## src/rtl/instr_fetch_unit.sv

```systemverilog
// rtl/instr_fetch_unit.sv - instruction fetch stage: PC, req/gnt+rvalid memory port, valid/ready output
// Define IFETCH_PERF_EN to add the perf_fetch_cnt / perf_stall_cnt counters.
module instr_fetch_unit #(
  parameter int                ADDR_W   = 32,
  parameter int                DATA_W   = 32,
  parameter logic [ADDR_W-1:0] RESET_PC = '0,
  parameter int                PC_STEP  = 4
) (
  input  logic              clk,
  input  logic              rst,
  output logic [ADDR_W-1:0] imem_addr,
  output logic              imem_req,
  input  logic              imem_gnt,
  input  logic              imem_rvalid,
  input  logic [DATA_W-1:0] imem_rdata,
  input  logic              redirect,
  input  logic [ADDR_W-1:0] redirect_pc,
  output logic [DATA_W-1:0] inst,
  output logic [ADDR_W-1:0] inst_pc,
  output logic              inst_valid,
  input  logic              inst_ready
`ifdef IFETCH_PERF_EN
  ,
  output logic [31:0]       perf_fetch_cnt,
  output logic [31:0]       perf_stall_cnt
`endif
);

  localparam logic [ADDR_W-1:0] STEP = ADDR_W'(PC_STEP);

  typedef enum logic [1:0] {IDLE, REQ, WAIT, HOLD} state_t;

  state_t              state, state_d;
  logic [ADDR_W-1:0]   pc, pc_d;
  logic [ADDR_W-1:0]   req_pc, req_pc_d;
  logic                squash, squash_d;
  logic [DATA_W-1:0]   inst_d;
  logic [ADDR_W-1:0]   inst_pc_d;
  logic                inst_valid_d;

  assign imem_req  = (state == REQ);
  assign imem_addr = pc;

  always_ff @(posedge clk or negedge rst) begin
    if (!rst) begin
      state      <= IDLE;
      pc         <= RESET_PC;
      req_pc     <= RESET_PC;
      squash     <= 1'b0;
      inst       <= '0;
      inst_pc    <= '0;
      inst_valid <= 1'b0;
    end else begin
      state      <= state_d;
      pc         <= pc_d;
      req_pc     <= req_pc_d;
      squash     <= squash_d;
      inst       <= inst_d;
      inst_pc    <= inst_pc_d;
      inst_valid <= inst_valid_d;
    end
  end

  always_comb begin
    state_d      = state;
    pc_d         = pc;
    req_pc_d     = req_pc;
    squash_d     = squash;
    inst_d       = inst;
    inst_pc_d    = inst_pc;
    inst_valid_d = inst_valid;
    case (state)
      IDLE: state_d = REQ;
      REQ: begin
        if (imem_gnt) begin
          req_pc_d = pc;
          state_d  = WAIT;
          // The granted request cannot be withdrawn, so its response must be dropped.
          if (redirect) squash_d = 1'b1;
        end
      end
      WAIT: begin
        if (redirect) begin
          if (imem_rvalid) begin
            squash_d = 1'b0;
            state_d  = REQ;
          end else begin
            squash_d = 1'b1;
          end
        end else if (imem_rvalid) begin
          if (squash) begin
            squash_d = 1'b0;
            state_d  = REQ;
          end else begin
            inst_d       = imem_rdata;
            inst_pc_d    = req_pc;
            inst_valid_d = 1'b1;
            pc_d         = req_pc + STEP;
            state_d      = HOLD;
          end
        end
      end
      HOLD: begin
        if (redirect || inst_ready) begin
          inst_valid_d = 1'b0;
          state_d      = REQ;
        end
      end
      default: state_d = IDLE;
    endcase
    if (redirect) pc_d = redirect_pc;
  end

`ifdef IFETCH_PERF_EN
  always_ff @(posedge clk or negedge rst) begin
    if (!rst) begin
      perf_fetch_cnt <= '0;
      perf_stall_cnt <= '0;
    end else begin
      if (inst_valid && inst_ready) perf_fetch_cnt <= perf_fetch_cnt + 32'd1;
      if (state == REQ || state == WAIT) perf_stall_cnt <= perf_stall_cnt + 32'd1;
    end
  end
`endif

endmodule

```

## config.mk

```make
export PLATFORM = sky130hd
export DESIGN_NAME = instr_fetch_unit
export DESIGN_NICKNAME = d
export VERILOG_FILES = /design/src/rtl/instr_fetch_unit.sv
export SDC_FILE = /design/constraint.sdc
export NUM_CORES = 1
export LEC_CHECK = 0
export CORE_MARGIN = 5
export CORE_UTILIZATION = 45
export CTS_BUF_LIST = sky130_fd_sc_hd__clkbuf_4 sky130_fd_sc_hd__clkbuf_8
export CTS_CLUSTER_DIAMETER = 80
export DETAILED_ROUTE_END_ITERATION = 10
export MAX_ROUTING_LAYER = met4
export PLACE_DENSITY = 0.79
export SETUP_SLACK_MARGIN = 0.05
export SLEW_MARGIN = 15
export SYNTH_ARGS = -nofsm -noshare
export SYNTH_HDL_FRONTEND = slang
export SYNTH_SLANG_ARGS = --single-unit
```

## constraint.sdc

```tcl
create_clock -name clk -period 1.6 [get_ports clk]
set_input_delay 0.48 -clock clk [delete_from_list [all_inputs] [get_ports clk]]
set_output_delay 0.48 -clock clk [all_outputs]
set_load 0.1 [all_outputs]
```

==> impl_metrics.env, run 1 <==
export IMPL_outcome="finished with violations"
export IMPL_failed_checks="negative setup slack"
export IMPL_fillers=265
export IMPL_hpwl_um=13300
export IMPL_io_buffers=167
export IMPL_cp_end_kind="register"
export IMPL_drive_gt1_share_pct=57.7
export IMPL_grt_usage_pct=35.6
export IMPL_grt_setup_unrepaired="yes"
export IMPL_cp_required_ns=1.95
export IMPL_ys_async_sr_fraction_pct=100
export IMPL_cts_root_buf="clkbuf_8"
export IMPL_synth_most_common_cell="nand2_1"
export IMPL_synth_ff_type="dfrtp_1"
export IMPL_antenna_found_initial=1
export IMPL_finalCritPeriodShare_pct=131
export IMPL_maxCapViolCount=0
export IMPL_critical_path_cell_chain="nand3_1, buf_4, nor3_2, buf_4, nand4_1, xor2_1, o221ai_2"
export IMPL_synth_cell_types=37
export IMPL_maxSlewViolCount=0
export IMPL_cp_slowest_stage_delay_ns=0.43
export IMPL_design_die_area_sq_um=15500
export IMPL_globalplace_congestion=0.851
export IMPL_tightest_slew_ns=0.502
export IMPL_power_leakage_nw=5.96
export IMPL_vias=7390
export IMPL_path_class="register to register"
export IMPL_p_total_mw=20.1
export IMPL_grt_overflow_total=0
export IMPL_cts_sinks=132
export IMPL_finalNetCount=1016
export IMPL_period_minus_slack_ns=2.10
export IMPL_cp_common_cell="buf_4"
export IMPL_syn_inst=601
export IMPL_core_area_sq_um=12700
export IMPL_cp_start_kind="register"
export IMPL_h_tree_depth=4
export IMPL_finalInstanceArea_sq_um=12100
export IMPL_rr_worst_depth=7
export IMPL_slew_headroom_pct=66.3
export IMPL_ys_ff_latch=132
export IMPL_synth_top_cell_area_share_pct=56.1
export IMPL_clkTransAtPathRegs_ns=0.10
export IMPL_synth_area_top_cells="dfrtp_1, nand2_1, mux2_2"
export IMPL_fp_dieW_um=124
export IMPL_cpMaxStageDelayCell="dfrtp_1"
export IMPL_avgViaCountPerCell=6.55
export IMPL_placed_cell_area_sq_um=9130
export IMPL_place_ws_ns=-0.343
export IMPL_clock_skew_ns=0.0248
export IMPL_wl_per_cell_um=32.5
export IMPL_syn_num_nets=676
export IMPL_whs_ns=0.515
export IMPL_die_h_um=124
export IMPL_synthTopCellsByCount="nand2_1, dfrtp_1, mux2_2, o21ai_0"
export IMPL_syn2layout_area_growth_pct=106
export IMPL_cts_tree="yes"
export IMPL_io_pin_count=168
export IMPL_num_rows=41
export IMPL_netlist_area_sq_um=5890
export IMPL_clockBufferDepth=2
export IMPL_initial_core_util_pct=46.3
export IMPL_cp_max_fo=3
export IMPL_insertion_delay_ns=0.49
export IMPL_setup_viol=124
export IMPL_drc=0
export IMPL_synth_edf_count=0
export IMPL_regArea_sq_um=3330
export IMPL_p_per_area_nw_per_um2=1660
export IMPL_grt_pass1_wl_um=41600
export IMPL_routed_wirelength_um=36600
export IMPL_numCtsBuffers=17
export IMPL_crit_arrival_ns=2.45
export IMPL_postRouteAntennaNets=0
export IMPL_yosysTopAreaCell="dfrtp_1"
export IMPL_postSynthAreaPerCell_sq_um=9.81
export IMPL_dr_pass1_iters=8
export IMPL_timing_hold_violations_final=0
export IMPL_multi_input_area_sq_um=3420
export IMPL_irDropWorstVdd_mv=1.18
export IMPL_yosysSeqAreaShare_pct=56.1
export IMPL_synth_warnings=0
export IMPL_grt_max_degree=48
export IMPL_drtIter0Drc=1186
export IMPL_min_path_type="primary input to async pin"
export IMPL_max_freq_mhz=476
export IMPL_grt_pass1_vias=6934
export IMPL_fin_ws_ns=-0.501
-- critical path: cells and delay by family, from the launching register on --
family                 cells  cell delay [ns]
buffers and inverters      2             0.41
flip-flops                 1             0.43
AND/OR/NAND/NOR            3             0.60
AO/OA/AOI/OAI              1             0.18
XOR/XNOR                   1             0.33
-- layout make-up --
type	count	area share, %
timing repair buffer	352	38.4
multi-input combinational	433	28.2
sequential	132	27.4
clock buffer	18	1.99
clock inverter	14	1.92
tap	172	1.77
inverter	5	0.196
antenna	2	0.0413
-- cell families (layout without fill, tap and decap cells) --
family | Yosys count | after routing | synth area share [%]
AND/OR/NAND/NOR | 307 | 307 | 22.6
flip-flops | 132 | 132 | 56.1
AO/OA/AOI/OAI | 58 | 58 | 6.26
multiplexers | 36 | 36 | 6.82
buffers and inverters | 36 | 389 | 3.18
XOR/XNOR | 27 | 27 | 4.01
adder cells (fa/ha/maj) | 5 | 5 | 1.06
other | 0 | 2 | 0
-- worst paths after layout --
check                           start       endpoint  slack (ns)
setup / recovery           req_pc[12]  imem_addr[30]       -0.50
hold / removal                    rst     req_pc[16]        0.51
setup reg to reg           req_pc[12]  imem_addr[30]       -0.50
hold reg to reg            inst_pc[2]     inst_pc[2]        0.55
max in group asynchronous         rst        inst[1]        0.48
min in group clk           inst_pc[2]     inst_pc[2]        0.55
-- placed cells by master (no fill, tap or decap), types with 3 or more instances in the layout --
cell and n:
nand3_1 8, buf_4 121, nand2_4 40, dfrtp_2 18
xnor2_1 4, nand2_1 142, clkbuf_8 17, a21oi_2 7
o221ai_2 14, clkbuf_16 6, o21ai_0 3, buf_6 29
nand2_2 57, xor2_2 7, buf_8 4, mux2_4 22
bufinv_16 6, mux2i_1 3, and3_1 7, buf_12 114
nor2_4 10, nor2_1 3, mux2_2 11, o21ai_1 16
and3_2 4, a21oi_1 5, nand3_2 3, and3_4 5
o21ai_2 8, xor2_1 14, clkdlybuf4s50_1 67, buf_16 9
nor4_4 3, nand4_1 7, dfrtp_1 114, clkinv_2 4
ha_4 3, nand3_4 3
-- timing repair --
action / 4_1_cts / 5_1_grt
resized for setup: 99 / 252
cloned: 14 / 7
hold buffers: 1 / 0
pin swaps: 21 / 91
setup endpoints to repair: 109 / 223
buffers inserted: 66 / 51
hold endpoints to repair: 26 / 0
-- routing by layer --
layer  vias up  track usage, %  routed length [um]
met4         0            20.6                3850
li1       2679               -                   -
met5         -               -                   0
met2       857            58.3               16400
met3       365            10.1                4350
met1      3489            38.8               12000
-- where the power goes --
part	total [mW]	internal [mW]	leakage, nW	switching, mW
sequential	5.59	4.23	1.69	1.36
combinational	10.9	4.36	4.03	6.57
clock	3.61	2.02	0.236	1.58
total	20.1	10.6	5.96	9.52
-- registers in the layout, indices dropped and copies added (netlist names) --
name,flops
imem_addr,32
inst,32
inst_pc,32
req_pc,32
state,2
inst_valid,1
squash,1
-- stage by stage --
| stage | util [%] | cells | TNS [ns] |
|---|---|---|---|
| global route | 95.3 | 1127 | -21.15 |
| floorplan | - | 601 | 0 |
| detailed placement | 71.8 | 963 | -30.90 |
| global placement | 71.8 | 963 | -25.73 |
| finish | 95.3 | 1128 | -19.04 |
| CTS | 85.2 | 1076 | -6.97 |
(Power assumes the default switching activity.)
==> run 2: changes to the inputs <==
RECOVER_POWER = 25   (was default)
==> run 2 against run 1 <==
Effect of this change: the run still ends with negative setup slack left; fmax up 0.70%; die area is the same; final cell count hardly changed; combinational power barely moved; clock power is essentially flat; via count fell by 0.45%; worst hold slack better by 0.038 ns; critical path depth is the same; count of clock-buffer cells in the layout stayed put; largest power group unchanged.
==> impl_metrics.env, run 2 (synthesis results as in run 1) <==
export IMPL_outcome="finished with violations"
export IMPL_failed_checks="negative setup slack"
export IMPL_hpwl_um=13300
export IMPL_hp_start="inst_pc[2]"
export IMPL_met1_usage_pct=38.8
export IMPL_postRouteAntennaNets=0
export IMPL_maxCapViolCount=0
export IMPL_die_h_um=124
export IMPL_min_path_type="register to register"
export IMPL_placed_cell_area_sq_um=9130
export IMPL_p_per_area_nw_per_um2=1660
export IMPL_design_die_area_sq_um=15500
export IMPL_sequentialPowerShare_pct=27.8
export IMPL_irDropWorstVdd_mv=1.18
export IMPL_maxSlewViolCount=0
export IMPL_h_tree_depth=4
export IMPL_finalCritPeriodShare_pct=130
export IMPL_wl_per_cell_um=32.5
export IMPL_grt_usage_pct=35.6
export IMPL_power_leakage_nw=5.96
export IMPL_globalRouteMet2Util_pct=58.3
export IMPL_io_pin_count=168
export IMPL_insertion_delay_ns=0.49
export IMPL_critical_path_cell_chain="nand3_1, buf_4, nor3_2, buf_4, nand4_1, xor2_1, o221ai_2"
export IMPL_cp_slowest_stage_delay_ns=0.44
export IMPL_numCtsBuffers=17
export IMPL_pwr_share_comb_pct=54.3
export IMPL_layout_common_cells="nand2_1, buf_4, dfrtp_1, buf_12, clkdlybuf4s50_1"
export IMPL_finalInstanceArea_sq_um=12100
export IMPL_clock_skew_ns=0.0265
export IMPL_grt_setup_unrepaired="yes"
export IMPL_routed_wirelength_um=36600
export IMPL_clkTransAtPathRegs_ns=0.10
export IMPL_p_clk_share_pct=17.9
export IMPL_cts_tree="yes"
export IMPL_setup_viol=121
export IMPL_clockBufferDepth=2
export IMPL_layout_commonest_cell="nand2_1"
export IMPL_met3_usage_pct=10.1
export IMPL_period_minus_slack_ns=2.09
export IMPL_max_freq_mhz=479
export IMPL_cp_startpoint="req_pc[12]"
export IMPL_num_rows=41
export IMPL_grt_pass1_wl_um=41600
export IMPL_intPower_mw=10.6
export IMPL_fp_dieW_um=124
export IMPL_cpMaxStageDelayCell="dfrtp_1"
export IMPL_swShare_pct=47.3
export IMPL_tightest_slew_ns=0.856
export IMPL_io_buffers=167
export IMPL_dr_pass1_iters=6
export IMPL_grt_overflow_total=0
export IMPL_slew_headroom_pct=43.0
export IMPL_drtIter0Drc=1214
export IMPL_cp_required_ns=1.95
export IMPL_fillers=270
export IMPL_core_area_sq_um=12700
export IMPL_timing_hold_violations_final=0
export IMPL_p_total_mw=20.1
export IMPL_antenna_found_initial=1
export IMPL_avgViaCountPerCell=6.53
export IMPL_cp_max_fo=3
export IMPL_syn2layout_area_growth_pct=105
export IMPL_r2r_start="req_pc[12]"
export IMPL_cts_root_buf="clkbuf_8"
export IMPL_busiest_layer="met2"
export IMPL_vias=7357
export IMPL_fin_ws_ns=-0.486
export IMPL_cp_end_kind="register"
export IMPL_path_class="register to register"
export IMPL_drc=0
export IMPL_globalplace_congestion=0.851
export IMPL_cts_sinks=132
export IMPL_finalNetCount=1016
export IMPL_initial_core_util_pct=46.3
export IMPL_grt_max_degree=48
export IMPL_drive_gt1_share_pct=57.7
export IMPL_crit_arrival_ns=2.44
export IMPL_grt_pass1_vias=6934
export IMPL_cp_common_cell="buf_4"
export IMPL_cp_start_kind="register"
export IMPL_switching_power_mw=9.50
==> run 2: path summary, 6_finish.rpt <==
check,end,slack (ns),cells after the start
setup reg to reg,imem_addr[30],-0.49,7
hold reg to reg,inst_pc[2],0.55,2
hold / removal,inst_pc[2],0.55,2
max in group asynchronous,imem_addr[20],0.02,3
min in group asynchronous,req_pc[16],0.70,2
setup / recovery,imem_addr[30],-0.49,7
==> run 2: stage by stage <==
stage	TNS, ns	util (%)	cells	hold WS [ns]	worst slack (ns)
2_1_floorplan	0	-	601	0.184	0.0499
3_3_place_gp	-25.73	71.8	963	0.374	-0.264
3_5_place_dp	-30.90	71.8	963	0.380	-0.343
4_1_cts	-6.97	85.2	1076	0.442	-0.196
5_1_grt	-22.87	95.2	1127	0.557	-0.462
6_report	-18.80	95.2	1127	0.553	-0.486
==> run 2: cell type report <==
class	instances	area [sq um]	area share [%]
Antenna cell	1	2.50	0.0207
Clock buffer	18	241	1.99
Clock inverter	14	233	1.92
Inverter	5	23.8	0.196
Multi-Input combinational cell	433	3420	28.3
Sequential cell	132	3330	27.5
Tap cell	172	215	1.78
Timing Repair Buffer	352	4650	38.4
==> run 2: repair_timing <==
action	CTS	global route
hold buffers	1	0
endpoints found under the setup margin	109	223
gates cloned	14	7
buffers inserted	66	51
gates resized for setup	99	252
hold endpoints to repair	26	0
pin swaps	21	91
==> run 2: critical path, delay by kind of cell (launching register included) <==
kind	cells	cell delay [ns]
XOR/XNOR	1	0.33
buffers and inverters	2	0.41
AO/OA/AOI/OAI	1	0.18
flip-flops	1	0.44
AND/OR/NAND/NOR	3	0.58
==> run 2: metal layers <==
layer | wire length, um | part of all wire [%]
met5 | 0 | 0
met4 | 3750 | 10
met3 | 4440 | 12
met2 | 16600 | 45
met1 | 11800 | 32
==> run 2: power groups by stage <==
| stage | Combinational (mW) | Clock [mW] | Sequential, mW |
|---|---|---|---|
| 2_1_floorplan | 1.65 | 0 | 8.29 |
| 3_5_place_dp | 8.32 | 0 | 5.26 |
| 5_1_grt | 11.1 | 3.70 | 5.58 |
| 6_report | 10.9 | 3.61 | 5.58 |
| 4_1_cts | 9.02 | 3.38 | 5.21 |
| 3_3_place_gp | 8.12 | 0 | 5.19 |
==> run 3: changes to the inputs <==
CORE_UTILIZATION = 40   (was 45)
HOLD_SLACK_MARGIN = 0.08   (was default)
PLACE_DENSITY = 0.69   (was 0.79)
clock period = 2.42 ns   (was 1.6 ns; I/O delays follow)
==> run 3 against run 2 <==
Effect of this change: the flow finishes with violations (max-capacitance violations, max-slew violations); critical path depth is 4 lower; core utilization fell by 40 points; critical path type is now register to output port; power decreased by 53%; global-route usage decreased by 16 points; final cell count is 14% lower; critical endpoint is now imem_req; count of clock-buffer cells in the layout rose by 3.
==> impl_metrics.env, run 3 (synthesis results as in run 1) <==
export IMPL_clkTransAtPathRegs_ns=0.07
export IMPL_critical_path_cell_chain="inv_1, ha_1, buf_12"
export IMPL_cts_sinks=132
export IMPL_pwr_share_comb_pct=43.6
export IMPL_dp_cells=939
export IMPL_post_cts_setup_buffer_count=0
export IMPL_period_minus_slack_ns=2.12
export IMPL_switching_power_mw=4.48
export IMPL_post_cts_resized=0
export IMPL_r2r_start="req_pc[2]"
export IMPL_syn2layout_area_growth_pct=35.1
export IMPL_maxSlewViolCount=75
export IMPL_io_buffers=167
export IMPL_routed_wirelength_um=15800
export IMPL_io_pin_count=168
export IMPL_slew_headroom_pct=-9.18
export IMPL_critical_path_top_delay_family="flip-flops"
export IMPL_drive_gt1_share_pct=24.7
export IMPL_cp_slowest_stage_delay_ns=0.42
export IMPL_finalNetCount=849
export IMPL_critPathBufInv=2
export IMPL_power_leakage_nw=4.08
export IMPL_grt_pass1_wl_um=26600
export IMPL_layout_common_cells="nand2_1, dfrtp_1, buf_4, clkdlybuf4s50_1, mux2_2"
export IMPL_core_area_sq_um=14500
export IMPL_grt_overflow_total=0
export IMPL_irDropWorstVdd_mv=0.630
export IMPL_timing_hold_violations_final=0
export IMPL_layoutNonFillerInstCount=971
export IMPL_hpwl_um=11200
export IMPL_grt_pass1_vias=5189
export IMPL_intPower_mw=4.98
export IMPL_hp_start="inst[25]"
export IMPL_dr_pass1_iters=5
export IMPL_cts_root_buf="clkbuf_8"
export IMPL_max_freq_mhz=473
export IMPL_antenna_found_initial=0
export IMPL_cts_tree="yes"
export IMPL_numCtsBuffers=17
export IMPL_fp_dieW_um=131
export IMPL_tightest_slew_ns=1.64
export IMPL_fillers=1316
export IMPL_cp_start_kind="register"
export IMPL_clock_skew_ns=0.0136
export IMPL_sequentialPowerShare_pct=36.2
export IMPL_fin_setup_tns_ns=0
export IMPL_grt_setup_unrepaired="no"
export IMPL_h_tree_depth=4
export IMPL_vias=4872
export IMPL_drc=0
export IMPL_regToRegSetupSlack_ns=0.32
export IMPL_hold_buffers=0
export IMPL_min_path_type="register to register"
export IMPL_path_class="register to output port"
export IMPL_die_h_um=131
export IMPL_avgViaCountPerCell=5.02
export IMPL_cpMaxStageDelayCell="dfrtp_1"
export IMPL_p_clk_share_pct=20.2
export IMPL_path_depth=3
export IMPL_grt_max_degree=75
export IMPL_min_to="inst[25]"
export IMPL_num_rows=44
export IMPL_rr_worst_depth=6
export IMPL_clockBufferDepth=2
export IMPL_cp_max_fo=4
export IMPL_swShare_pct=47.4
export IMPL_layout_commonest_cell="nand2_1"
export IMPL_setup_viol=0
export IMPL_num_antenna_cells=0
export IMPL_p_per_area_nw_per_um2=1190
export IMPL_cp_end_kind="output port"
export IMPL_grt_usage_pct=19.4
export IMPL_wl_per_cell_um=16.3
export IMPL_failed_checks="max-capacitance violations, max-slew violations"
export IMPL_insertion_delay_ns=0.45
export IMPL_crit_arrival_ns=1.39
export IMPL_globalplace_congestion=0.834
export IMPL_design_die_area_sq_um=17300
export IMPL_outcome="finished with violations"
export IMPL_drtIter0Drc=222
export IMPL_initial_core_util_pct=40.7
export IMPL_cp_startpoint="state[1]"
export IMPL_finalCritPeriodShare_pct=87.4
export IMPL_cp_required_ns=1.69
export IMPL_whs_path_depth=2
export IMPL_maxCapViolCount=1
export IMPL_postRouteAntennaNets=0
export IMPL_reg2reg_to="imem_addr[28]"
## run 3: cell types whose count changed in the layout (fill, tap and decap cells not counted), sizes merged
cell         change
clkinv           +2
clkbuf           -2
diode            -1
dlygate4sd3      -1
clkinvlp         -1
inv              -1
buf            -161
bufinv           -3
## run 3: layout make-up
type	instances	area (sq um)	area share, %
Sequential cell	132	3300	41.5
Multi-Input combinational cell	433	2420	30.4
Timing Repair Buffer	185	1580	19.9
Clock buffer	21	277	3.47
Tap cell	184	230	2.89
Clock inverter	11	133	1.67
Inverter	5	18.8	0.236
## run 3: how the worst max path moves through the flow
stage                     to  slack [ns]
2_1_floorplan      req_pc[2]        0.16
3_3_place_gp      inst_pc[4]        0.21
3_5_place_dp      inst_pc[3]        0.16
4_1_cts             imem_req        0.27
5_1_grt        imem_addr[26]        0.15
6_report            imem_req        0.30
## run 3: per-stage QoR
stage / hold slack (ns) / worst slack [ns] / power (mW) / util (%) / cell area [sq um]
6_report: 0.482 / 0.305 / 9.47 / 55.0 / 7960
5_1_grt: 0.503 / 0.148 / 9.92 / 55.0 / 7960
4_1_cts: 0.251 / 0.272 / 9.55 / 55.2 / 8000
3_5_place_dp: 0.464 / 0.159 / 7.62 / 52.4 / 7590
3_3_place_gp: 0.458 / 0.212 / 7.54 / 52.4 / 7590
2_1_floorplan: 0.430 / 0.159 / 6.50 / - / 5890
## run 3: power groups by stage
stage               sequential (mW)  combinational (mW)  clock (mW)
floorplan                      5.46                1.04           0
global route                   3.53                4.34        2.06
CTS                            3.42                4.17        1.95
detailed placement             3.46                4.16           0
finish                         3.43                4.13        1.91
global placement               3.43                4.11           0
## run 3: per-layer routing
layer	routed length [um]	track usage [%]	vias up
li1	-	-	2333
met1	6930	24.2	2370
met2	7510	29.7	148
met3	1060	6.23	21
met4	314	7.26	0
met5	0	-	-
## run 3: tightest hold or removal path: stages (launching register included)
cell	delay, ns
dfrtp_1	0.35
nand2_1	0.05
nand2_1	0.05
